**src/rtl/updown_mod_counter_pkg.sv**
```systemverilog
// Shared constants and Johnson-code helpers for the up/down modulo counter.
// Helpers take a fixed-size argument plus the live width so one function serves every WIDTH.
package updown_mod_counter_pkg;

    localparam int MODE_BIN     = 0;
    localparam int MODE_JOHNSON = 1;

    // Widest counter the Johnson helpers can describe.
    localparam int JMAX = 32;

    // A Johnson code has at most one place where neighbouring bits differ (not wrapping around).
    function automatic logic johnson_valid(input logic [JMAX-1:0] code, input int width);
        int edges;
        edges = 0;
        for (int i = 0; i < JMAX - 1; i++) begin
            if ((i < width - 1) && (code[i] != code[i+1])) begin
                edges++;
            end
        end
        return (edges <= 1);
    endfunction

    function automatic logic [JMAX-1:0] johnson_term_up(input int width);
        logic [JMAX-1:0] code;
        code = '0;
        if (width > 0) begin
            code[0] = 1'b1;
        end
        return code;
    endfunction

    function automatic logic [JMAX-1:0] johnson_term_dn(input int width);
        logic [JMAX-1:0] code;
        code = '0;
        for (int i = 0; i < JMAX; i++) begin
            if (i == width - 1) begin
                code[i] = 1'b1;
            end
        end
        return code;
    endfunction

endpackage

```
**src/rtl/updown_mod_counter_if.sv**
```systemverilog
// Control and status bundle between a counter and whatever sequences it.
// The master drives enable/direction/load; the slave (counter) returns the count and terminal flag.
interface updown_mod_counter_if #(
    parameter int WIDTH = 4
) ();

    logic             en;
    logic             up;
    logic             load;
    logic [WIDTH-1:0] d;
    logic [WIDTH-1:0] q;
    logic [WIDTH-1:0] qb;
    logic             tc;

    modport master (
        output en, up, load, d,
        input  q, qb, tc
    );

    modport slave (
        input  en, up, load, d,
        output q, qb, tc
    );

endinterface

```
**src/rtl/updown_mod_counter_cnt_next_state.sv**
```systemverilog
// Pure combinational step logic: the counted successor, the sanitised load value and the terminal match.
// Enable/load arbitration and the register itself live in the top level.
module cnt_next_state
    import updown_mod_counter_pkg::*;
#(
    parameter int WIDTH    = 4,
    parameter int MODULUS  = 16,
    parameter int MODE     = MODE_BIN,
    parameter int SATURATE = 0
) (
    input  logic [WIDTH-1:0] q,
    input  logic             up,
    input  logic [WIDTH-1:0] d,
    output logic [WIDTH-1:0] next_q,
    output logic [WIDTH-1:0] load_q,
    output logic             at_term
);

    generate
        if (MODE == MODE_JOHNSON) begin : g_johnson
            localparam logic [WIDTH-1:0] TERM_UP = WIDTH'(johnson_term_up(WIDTH));
            localparam logic [WIDTH-1:0] TERM_DN = WIDTH'(johnson_term_dn(WIDTH));

            logic q_valid;
            logic d_valid;
            logic [WIDTH-1:0] term;

            assign q_valid = johnson_valid(JMAX'(q), WIDTH);
            assign d_valid = johnson_valid(JMAX'(d), WIDTH);
            assign term    = up ? TERM_UP : TERM_DN;

            // An illegal pattern collapses to zero so the ring recovers in one enabled edge.
            always_comb begin
                next_q  = '0;
                load_q  = '0;
                at_term = 1'b0;
                if (d_valid) begin
                    load_q = d;
                end
                if (q_valid) begin
                    at_term = (q == term);
                    if (at_term && (SATURATE != 0)) begin
                        next_q = q;
                    end else if (up) begin
                        next_q = {~q[0], q[WIDTH-1:1]};
                    end else begin
                        next_q = {q[WIDTH-2:0], ~q[WIDTH-1]};
                    end
                end
            end
        end else begin : g_binary
            localparam logic [WIDTH:0]   MOD_W = (WIDTH+1)'(MODULUS);
            localparam logic [WIDTH-1:0] LAST  = WIDTH'(MODULUS - 1);

            logic q_in_range;
            logic d_in_range;
            logic [WIDTH-1:0] term;

            assign q_in_range = ({1'b0, q} < MOD_W);
            assign d_in_range = ({1'b0, d} < MOD_W);
            assign term       = up ? LAST : '0;

            // Out-of-range counts (only reachable by upset) fall back to zero.
            always_comb begin
                next_q  = '0;
                load_q  = '0;
                at_term = 1'b0;
                if (d_in_range) begin
                    load_q = d;
                end
                if (q_in_range) begin
                    at_term = (q == term);
                    if (at_term) begin
                        if (SATURATE != 0) begin
                            next_q = q;
                        end else begin
                            next_q = up ? '0 : LAST;
                        end
                    end else if (up) begin
                        next_q = q + WIDTH'(1);
                    end else begin
                        next_q = q - WIDTH'(1);
                    end
                end
            end
        end
    endgenerate

endmodule

```
**src/rtl/updown_mod_counter.sv**
```systemverilog
// Up/down counter, binary modulo-N or self-correcting Johnson ring, with load, enable and saturation.
// tc is en-qualified so stage n+1 can take stage n's tc as its enable.
module updown_mod_counter
    import updown_mod_counter_pkg::*;
#(
    parameter int WIDTH    = 4,
    parameter int MODULUS  = 16,
    parameter int MODE     = MODE_BIN,
    parameter int SATURATE = 0
) (
    input  logic                 clk,
    input  logic                 clr,
    updown_mod_counter_if.slave  bus
);

    generate
        if (WIDTH < 2 || WIDTH > JMAX) begin : g_bad_width
            $error("updown_mod_counter: WIDTH must be in 2..32");
        end
        if (MODE != MODE_BIN && MODE != MODE_JOHNSON) begin : g_bad_mode
            $error("updown_mod_counter: MODE must be 0 or 1");
        end
        if (MODE == MODE_BIN &&
            (MODULUS < 2 || longint'(MODULUS) > (longint'(1) << WIDTH))) begin : g_bad_modulus
            $error("updown_mod_counter: MODULUS must be in 2..2**WIDTH");
        end
    endgenerate

    logic [WIDTH-1:0] count_q;
    logic [WIDTH-1:0] step_q;
    logic [WIDTH-1:0] load_q;
    logic             term_hit;

    cnt_next_state #(
        .WIDTH    (WIDTH),
        .MODULUS  (MODULUS),
        .MODE     (MODE),
        .SATURATE (SATURATE)
    ) u_next (
        .q       (count_q),
        .up      (bus.up),
        .d       (bus.d),
        .next_q  (step_q),
        .load_q  (load_q),
        .at_term (term_hit)
    );

    // Load outranks enable; with neither asserted the count simply holds.
    always_ff @(posedge clk or negedge clr) begin
        if (!clr) begin
            count_q <= '0;
        end else if (bus.load) begin
            count_q <= load_q;
        end else if (bus.en) begin
            count_q <= step_q;
        end
    end

    assign bus.q  = count_q;
    assign bus.qb = ~count_q;
    assign bus.tc = bus.en & term_hit;

endmodule

```
**src/flat_wrapper.sv**
```systemverilog
// flat-port wrapper written by rule: the top's interface ports become plain ports
module updown_mod_counter_flat import updown_mod_counter_pkg::*;
#(
    parameter int WIDTH    = 4,
    parameter int MODULUS  = 16,
    parameter int MODE     = MODE_BIN,
    parameter int SATURATE = 0
)
  (clk, clr, bus_en, bus_up, bus_load, bus_d, bus_q, bus_qb, bus_tc);
  updown_mod_counter_if #(.WIDTH(WIDTH)) bus_i ();
  input  logic clk;
  input  logic clr;
  input wire logic [$bits(bus_i.en)-1:0] bus_en;
  input wire logic [$bits(bus_i.up)-1:0] bus_up;
  input wire logic [$bits(bus_i.load)-1:0] bus_load;
  input wire logic [$bits(bus_i.d)-1:0] bus_d;
  output wire logic [$bits(bus_i.q)-1:0] bus_q;
  output wire logic [$bits(bus_i.qb)-1:0] bus_qb;
  output wire logic [$bits(bus_i.tc)-1:0] bus_tc;
  assign bus_i.en = bus_en;
  assign bus_i.up = bus_up;
  assign bus_i.load = bus_load;
  assign bus_i.d = bus_d;
  assign bus_q = bus_i.q;
  assign bus_qb = bus_i.qb;
  assign bus_tc = bus_i.tc;
  updown_mod_counter #(.WIDTH(WIDTH), .MODULUS(MODULUS), .MODE(MODE), .SATURATE(SATURATE)) u_core (.clk(clk), .clr(clr), .bus(bus_i));
endmodule
```
**config.mk**
```make
export PLATFORM = sky130hd
export DESIGN_NAME = updown_mod_counter_flat
export DESIGN_NICKNAME = d
export VERILOG_FILES = /design/src/rtl/updown_mod_counter_pkg.sv /design/src/rtl/updown_mod_counter_if.sv /design/src/rtl/updown_mod_counter_cnt_next_state.sv /design/src/rtl/updown_mod_counter.sv /design/src/flat_wrapper.sv
export SDC_FILE = /design/constraint.sdc
export NUM_CORES = 1
export LEC_CHECK = 0
export ABC_AREA = 0
export BUFFER_PORTS_ARGS = -buffer_cell sky130_fd_sc_hd__buf_2
export CAP_MARGIN = 30
export CORE_AREA = 2 2 39 41
export CTS_CLUSTER_DIAMETER = 120
export DETAILED_ROUTE_END_ITERATION = 7
export DIE_AREA = 0 0 41 43
export PLACE_DENSITY = 0.58
export SYNTH_ARGS = -nofsm -noshare
export SYNTH_HDL_FRONTEND = slang
export SYNTH_SLANG_ARGS = --single-unit
```
**constraint.sdc**
```tcl
create_clock -name clk -period 1.7 [get_ports clk]
set_input_delay 0.34 -clock clk [delete_from_list [all_inputs] [get_ports clk]]
set_output_delay 0.34 -clock clk [all_outputs]
set_load 0.1 [all_outputs]
```
# Word level (Yosys, flattened, before mapping)
# Cells that the tools add are included.
dict set report op_classes {
  n_addsub 2
  multipliers 0
  n_div 0
  n_lt_le_gt_ge 0
  n_eq_ne 1
  shift 0
  n_mux 6
  bitwise 2
  n_reduce_logical 1
}
# cell n
set op_table {}
lappend op_table {{two-way mux 4 bit} 6}
lappend op_table {{adder 4 x 1 -> 4 bit, second input constant} 1}
lappend op_table {{== test 4 bit} 1}
lappend op_table {{inverter 4 bit} 1}
lappend op_table {{subtractor 4 x 1 -> 4 bit, second input constant} 1}
lappend op_table {{nonzero test 2 bit} 1}
lappend op_table {{bitwise AND 1 bit} 1}
dict set report word_totals {
  regBits 4
  latch_bits 0
  mem_bits_rw 0
  mem_bits_ro 0
  output_inout_bits 9
  elab_cells 13
  n_memories 0
}

# Depth between registers and ports, before layout
# Gate-level depths: netlist of run 1.
dict set report logic_depth {
  word_depth 5
  ltp_mapped 6
  mapped_depth_nobuf 6
}

# By module
# Synthesis of run 1 repeated with hierarchy kept, for this count alone.
dict set report unflattened {
  cells_unflattened 47
  hier_area_um2 406.6
}
# module n_inst cells_per_inst area_each_um2
set by_module_without_submodules {}
lappend by_module_without_submodules {updown_mod_counter 1 22 209.0}
lappend by_module_without_submodules {cnt_next_state 1 25 197.7}

# Least setup slack after synthesis of run 1
# No wires, ideal clock.
dict set report synth_timing {
  kind {register to register}
  from {register u_core.count_q[0] (netlist: u_core.bus.q[0])}
  to {register u_core.count_q[2] (netlist: u_core.bus.q[2])}
  setup_ns 0.122
  arrival_ns 2.703
  required_time_ns 1.578
  setup_slack_ns -1.125
  path_stages_with_launch 6
  path_buffers 0
  period_less_slack_ns 2.825
  cell_sequence {dfrtp_1 inv_1 fa_1 xor2_1 o21ai_1 a22o_1}
}
dict set report synth_via {
  elab_chain_len 5
  word_cells_on_any_way 7
  cone_classes {2 x add/sub; 1 x eq/ne; 4 x mux}
}
# element line_no
set synth_lines {}
lappend synth_lines {{from (decl)} updown_mod_counter.sv:29} ;# logic [WIDTH-1:0] count_q;
lappend synth_lines {{from (signal assigned)} updown_mod_counter.sv:53} ;# count_q <= load_q;
lappend synth_lines {{from (signal assigned)} updown_mod_counter.sv:55} ;# count_q <= step_q;
lappend synth_lines {{subtractor 4 x 1 -> 4 bit or adder 4 x 1 -> 4 bit (tied branches)} {updown_mod_counter_cnt_next_state.sv:82, updown_mod_counter_cnt_next_state.sv:80}}
lappend synth_lines {{two-way mux 4 bit} updown_mod_counter_cnt_next_state.sv:79} ;# end else if (up) begin
lappend synth_lines {{two-way mux 4 bit (*)} updown_mod_counter_cnt_next_state.sv:73} ;# if (at_term) begin
lappend synth_lines {{two-way mux 4 bit (*)} updown_mod_counter.sv:54} ;# end else if (bus.en) begin
lappend synth_lines {{two-way mux 4 bit (*)} updown_mod_counter.sv:52} ;# end else if (bus.load) begin
# Every way passes the cells marked *; elsewhere a longest branch is shown, timed or not. The select of a mux whose other input is x is not followed.
# A chain may end at the register's enable or synchronous reset.

# Final worst setup path of run 1
dict set report layout_timing {
  from {register u_core.count_q[1] (netlist: u_core.bus.q[1])}
  to {output port bus_tc}
}
dict set report layout_via {
  elab_chain_len 2
}
# element line_no
set layout_lines {}
lappend layout_lines {{== test 4 bit} updown_mod_counter_cnt_next_state.sv:72} ;# at_term = (q == term);
lappend layout_lines {{bitwise AND 1 bit} updown_mod_counter.sv:61} ;# assign bus.tc = bus.en & term_hit;
lappend layout_lines {{to (decl)} flat_wrapper.sv:19} ;# output wire logic [$bits(bus_i.tc)-1:0] bus_tc;
# Every way passes these cells.

==> results.py, run 1 <==
metrics = {
    "final_layout": {
        "layout-drive-gt1-share": 0.5775,
        "finish.utilization": 0.4647,
        "fill_cells": 133,
        "mostFrequentLayoutCell": "buf_2",
        "area_growth_pct": 89.67,
        "final_cell_mix": "buf_2, buf_4, nand2_1",
        "antennaDiodeCount": 0,
        "largest_reg_flops": 4,
        "final_nets": 85,
    },
    "critical_path": {
        "critPathSlowestCell": "dfrtp_4",
        "worstPathRequired_ps": 1360,
        "timing.setup.critical_path_class": "flop to primary output",
        "regToRegStartpoint": "u_core.bus.q[1]",
        "path_delay_family": "flip-flops",
        "worst-path-buf-inv": 1,
        "cpPeakStageDelay_ps": 490,
        "worstPathArrival_ps": 1460,
        "ff2ff_setup_slack_ps": 110,
        "cp_max_fo": 2,
        "cp-start-kind": "flop",
        "crit_path_end_kind": "primary output",
        "rr_worst_depth": 6,
        "r2r_end": "u_core.bus.q[2]",
        "cp_cell_sequence": "ha_4 -> o211a_1 -> and2_4 -> buf_12",
    },
    "placement": {
        "gp_congestion": 0.8043,
        "portBuffers": 17,
        "dp_hpwl_um": 699.1,
    },
    "synthesis": {
        "ys_warn_count": 0,
        "synth_top_family_by_area": "compound AO/OA/AOI/OAI gates",
        "ys.flop_type": "dfrtp_1",
        "synth_fa_ha_area_frac": 0.1328,
        "ys_ff_latch": 4,
        "synth_xor_area_frac": 0.1033,
        "ys_types": 20,
        "seq_area_frac_synth": 0.2952,
        "synth_area_um2": 339.1,
        "ys_async_sr_fraction": 1.000,
        "synth-simple-area-share": 0.1734,
        "synth_edf_count": 0,
        "synthesis.nets": 52,
        "syn_avg_cell_area_um2": 8.477,
        "synth_cells": 40,
        "synth.area.mux_share": 0,
        "synth-compound-area-share": 0.2399,
    },
    "timing": {
        "clock.fmax_mhz": 554.7,
        "setup_viol": 1,
        "setup_tns_ps": -102.8,
        "setup_slack_ps": -102.8,
        "min_period_over_period": 1.060,
        "hold_slack_ps": 326.7,
        "finClkSkew_ps": 6.653,
        "worstMarginPinSlew_ps": 484.6,
        "slew_violations": 0,
        "layout_min_cycle_time_ps": 1803,
        "hold_viol_final": 0,
        "rsz0062_at_grt": "true",
        "slew_headroom": 0.6792,
    },
    "global_routing": {
        "antenna_found_initial": 0,
        "grt_max_degree": 9,
        "grtUsageTotal": 0.1398,
        "grt_pass1_vias": 390,
        "grt_pass1_wl_um": 1711,
        "overflow": 0,
    },
    "clock_network": {
        "htree_num_levels": 1,
        "cts_tree": "built",
        "clock_path_buffers": 2,
        "clkLatencyLatePin_ps": 230,
        "clock_sinks": 4,
        "root_buffer": "clkbuf_4",
        "clk_pin_slew_ps": 40,
        "numCtsBuffers": 3,
    },
    "floorplan": {
        "rows": 14,
        "fp.dieH_um": 43,
        "fp.dieArea_um2": 1763,
        "start_util": 0.2450,
        "pin_count": 18,
        "core_um2": 1384,
        "chipWidth_um": 41,
    },
    "power": {
        "powerDensity_nw_per_um2": 1407,
        "total_power_uw": 904.6,
        "vdd_ir_drop_max_v": 0.0004753,
        "p_leak_uw": 0.0003248,
    },
    "hold_path": {
        "hold_path_depth": 3,
        "holdCritPathClass": "primary input to flop",
        "hold-path-endpoint": "u_core.bus.q[0]",
        "worstHoldStart": "bus_d[0]",
    },
    "detailed_routing": {
        "vias": 393,
        "antenna_left": 0,
        "drc": 0,
        "drt_wl_total_um": 982,
        "detail_route.wl_per_cell_um": 11.29,
        "drtIter0Drc": 6,
        "first_pass_iters": 2,
        "routed_via_density": 4.517,
    },
    "run_status": {
        "failed_checks": "setup timing",
        "status": "finished, violations left",
    },
    "job": {
        "drv_cap": 0,
    },
}
## through the flow
step / worst slack (ps) / cells / instance area [µm²]
6_report: -102.8 / 87 / 643.1
5_1_grt: -153.7 / 87 / 643.1
4_1_cts: -114.8 / 87 / 634.4
3_5_place_dp: 26.59 / 77 / 541.8
3_3_place_gp: 35.81 / 77 / 541.8
2_1_floorplan: -506.4 / 40 / 376.6
## layer usage
layer | wire [µm] | global-route usage | vias up
met5 | 0 | 0 | -
met4 | 0 | 0.02000 | 0
met3 | 47 | 0.04712 | 0
met2 | 500 | 0.2156 | 12
met1 | 433 | 0.1877 | 181
li1 | - | - | 200
## what timing repair did
item | in CTS | in global routing
resized for setup | 2 | 2
endpoints found under the setup margin | 1 | 2
setup buffers | 6 | 0
pin swaps | 3 | 1
endpoints found under the hold margin | 4 | 0
hold buffers | 1 | 0
## report_power, final
group / total, µW / switching [µW] / internal, µW
Combinational: 625 / 439 / 186
Clock: 117 / 37.7 / 78.9
Sequential: 163 / 37.2 / 126
Total: 905 / 514 / 391
## layout make-up
cell class              instances  area, µm²  share of cell area
repair buffers                 28      205.2              0.3191
multi-input cells              31      256.5              0.3988
clock buffers                   3      22.52             0.03502
well taps                      16      20.02             0.03113
inverters                       5      26.28             0.04086
flip-flops and latches          4      112.6              0.1751
## Yosys cell counts, drive strengths merged (2+ instances only)
cell type  count  area [µm²]
o21ai          4       20.01
nor2           2       7.510
ha             2       25.02
inv            5       18.77
nand2          6       22.52
xnor2          3       26.28
a21o           2       15.01
a22o           2       17.52
dfrtp          4       100.1
## cell families (layout without fill, tap and decap cells)
| kind of cell | count (synthesis) | in the layout |
|---|---|---|
| xor+xnor | 4 | 4 |
| compound gates | 12 | 12 |
| simple gates | 12 | 12 |
| flops | 4 | 4 |
| buf+inv | 5 | 36 |
| fa+ha+maj | 3 | 3 |
## worst register-to-register path: stages (launching register included)
cell and delay, ps:
dfrtp_4 420, buf_4 140, clkinvlp_4 120, fa_2 360, xor2_1 150, o21ai_1 80
a22o_1 210
## worst max path at each step
stage                     cells after the start       startpoint  slack [ps]         endpoint
after global placement                        6           bus_up          40           bus_tc
after CTS                                     4  u_core.bus.q[1]        -110           bus_tc
final                                         4  u_core.bus.q[1]        -100           bus_tc
after floorplan                               4  u_core.bus.q[0]        -510  u_core.bus.q[1]
after detailed placement                      6           bus_up          30           bus_tc
after global routing                          4  u_core.bus.q[1]        -150           bus_tc
(Power assumes the default switching activity.)
==> run 2, diff against run 1 <==
==> constraint.sdc (replaced) <==
create_clock -name clk -period 1.9 [get_ports clk]
set_input_delay 0.38 -clock clk [delete_from_list [all_inputs] [get_ports clk]]
set_output_delay 0.38 -clock clk [all_outputs]
set_load 0.1 [all_outputs]
==> results.py, run 2 (synthesis gave the netlist of run 1 again) <==
metrics = {
    "clock_network": {
        "clkLatencyLatePin_ps": 240,
        "clock_path_buffers": 2,
        "root_buffer": "clkbuf_4",
        "clock_sinks": 4,
        "numCtsBuffers": 3,
        "cts_tree": "built",
        "htree_num_levels": 1,
        "clk_pin_slew_ps": 40,
    },
    "critical_path": {
        "timing.setup.critical_path_class": "flop to primary output",
        "cpPeakStageDelay_ps": 500,
        "cp_cell_sequence": "ha_4 -> o211a_1 -> and2_4 -> buf_12",
        "worst-path-buf-inv": 1,
        "worstPathRequired_ps": 1520,
        "worstPathArrival_ps": 1480,
        "path_delay_family": "flip-flops",
        "cp-start-kind": "flop",
        "crit_path_end_kind": "primary output",
        "cp_max_fo": 4,
        "critPathSlowestCell": "dfrtp_4",
    },
    "timing": {
        "finClkSkew_ps": 5.474,
        "layout_min_cycle_time_ps": 1855,
        "setup_tns_ps": 0,
        "rsz0062_at_grt": "true",
        "clock.fmax_mhz": 539.0,
        "min_period_over_period": 0.9764,
        "slew_headroom": 0.6792,
        "setup_viol": 0,
        "worstMarginPinSlew_ps": 484.6,
        "hold_slack_ps": 364.6,
        "hold_viol_final": 0,
        "slew_violations": 0,
    },
    "detailed_routing": {
        "antenna_left": 0,
        "detail_route.wl_per_cell_um": 11.06,
        "drt_wl_total_um": 907,
        "vias": 365,
        "drtIter0Drc": 3,
        "first_pass_iters": 4,
        "routed_via_density": 4.451,
        "drc": 0,
    },
    "global_routing": {
        "grt_max_degree": 9,
        "overflow": 0,
        "grt_pass1_vias": 349,
        "grt_pass1_wl_um": 1428,
        "grtUsageTotal": 0.1244,
        "antenna_found_initial": 0,
    },
    "placement": {
        "place_area_um2": 504.2,
        "gp_congestion": 0.7934,
        "dp_hpwl_um": 653.7,
        "portBuffers": 17,
    },
    "final_layout": {
        "antennaDiodeCount": 0,
        "finalInstanceArea_um2": 579.3,
        "mostFrequentLayoutCell": "buf_2",
        "final_cell_mix": "buf_2, nand2_1, buf_4",
        "layout-drive-gt1-share": 0.5455,
        "largest_reg_flops": 4,
        "finish.utilization": 0.4186,
        "fill_cells": 153,
        "area_growth_pct": 70.85,
        "final_nets": 80,
    },
    "floorplan": {
        "fp.dieH_um": 43,
        "start_util": 0.2450,
        "pin_count": 18,
        "chipWidth_um": 41,
        "core_um2": 1384,
        "rows": 14,
        "fp.dieArea_um2": 1763,
    },
    "power": {
        "total_power_uw": 767.8,
        "vdd_ir_drop_max_v": 0.0004365,
        "p_leak_uw": 0.0002898,
        "powerDensity_nw_per_um2": 1325,
    },
    "hold_path": {
        "holdCritPathClass": "primary input to flop",
    },
    "job": {
        "drv_cap": 0,
    },
    "run_status": {
        "status": "complete, no violations",
    },
}
[run 2: changes by cell type in the layout (fill, tap and decap cells not counted)]
cell,change
buf_12,-1
buf_2,+3
buf_4,-6
clkbuf_4,-1
nor3_2,+1
nor3_4,-1
[run 2: per-stage QoR]
stage,std cells,worst slack (ps)
2_1_floorplan,40,-306.4
3_3_place_gp,74,129.1
3_5_place_dp,74,113.9
4_1_cts,81,23.23
5_1_grt,82,-9.809
6_report,82,44.76
[run 2: report_power, final]
part / internal (µW) / switching (µW) / total (µW)
clock network: 70.8 / 36.7 / 107
registers: 113 / 33.3 / 146
logic: 134 / 380 / 514
[run 2: final timing paths]
kind | from | slack [ps] | depth (start not counted) | endpoint
max in group asynchronous | clr | 1280 | 2 | u_core.bus.q[0]
worst min-delay path | bus_d[0] | 360 | 3 | u_core.bus.q[0]
worst max-delay path | u_core.bus.q[2] | 40 | 4 | bus_tc
worst min register to register | u_core.bus.q[2] | 610 | 1 | u_core.bus.q[2]
worst max register to register | u_core.bus.q[2] | 270 | 6 | u_core.bus.q[2]
min in group asynchronous | clr | 480 | 2 | u_core.bus.q[2]
[run 2: what timing repair did]
item	in CTS	in global routing
hold endpoints to repair	4	0
hold buffers	1	0
setup buffers	3	1
setup endpoints to repair	1	1
pin swaps	2	1
resized for setup	1	0
[run 2: per-layer routing]
| metal | track usage | share of wire |
|---|---|---|
| met4 | 0.1000 | 0.034 |
| met5 | 0 | 0 |
| met3 | 0.01571 | 0.055 |
| met2 | 0.1906 | 0.48 |
| met1 | 0.1442 | 0.43 |
[run 2: area by class of cell]
cell class	count	area [µm²]	area share
Timing Repair Buffer	23	147.6	0.2549
Tap cell	16	20.02	0.03456
Sequential cell	4	112.6	0.1944
Clock buffer	3	22.52	0.03888
Inverter	5	26.28	0.04536
Multi-Input combinational cell	31	250.2	0.4320
[run 2: worst reg2reg max path, cell delays in order (launching register included)]
cell     delay, ps
dfrtp_4        500
ha_4           250
buf_4          130
buf_4          140
a31oi_1        190
o21ai_1        110
a22o_1         200
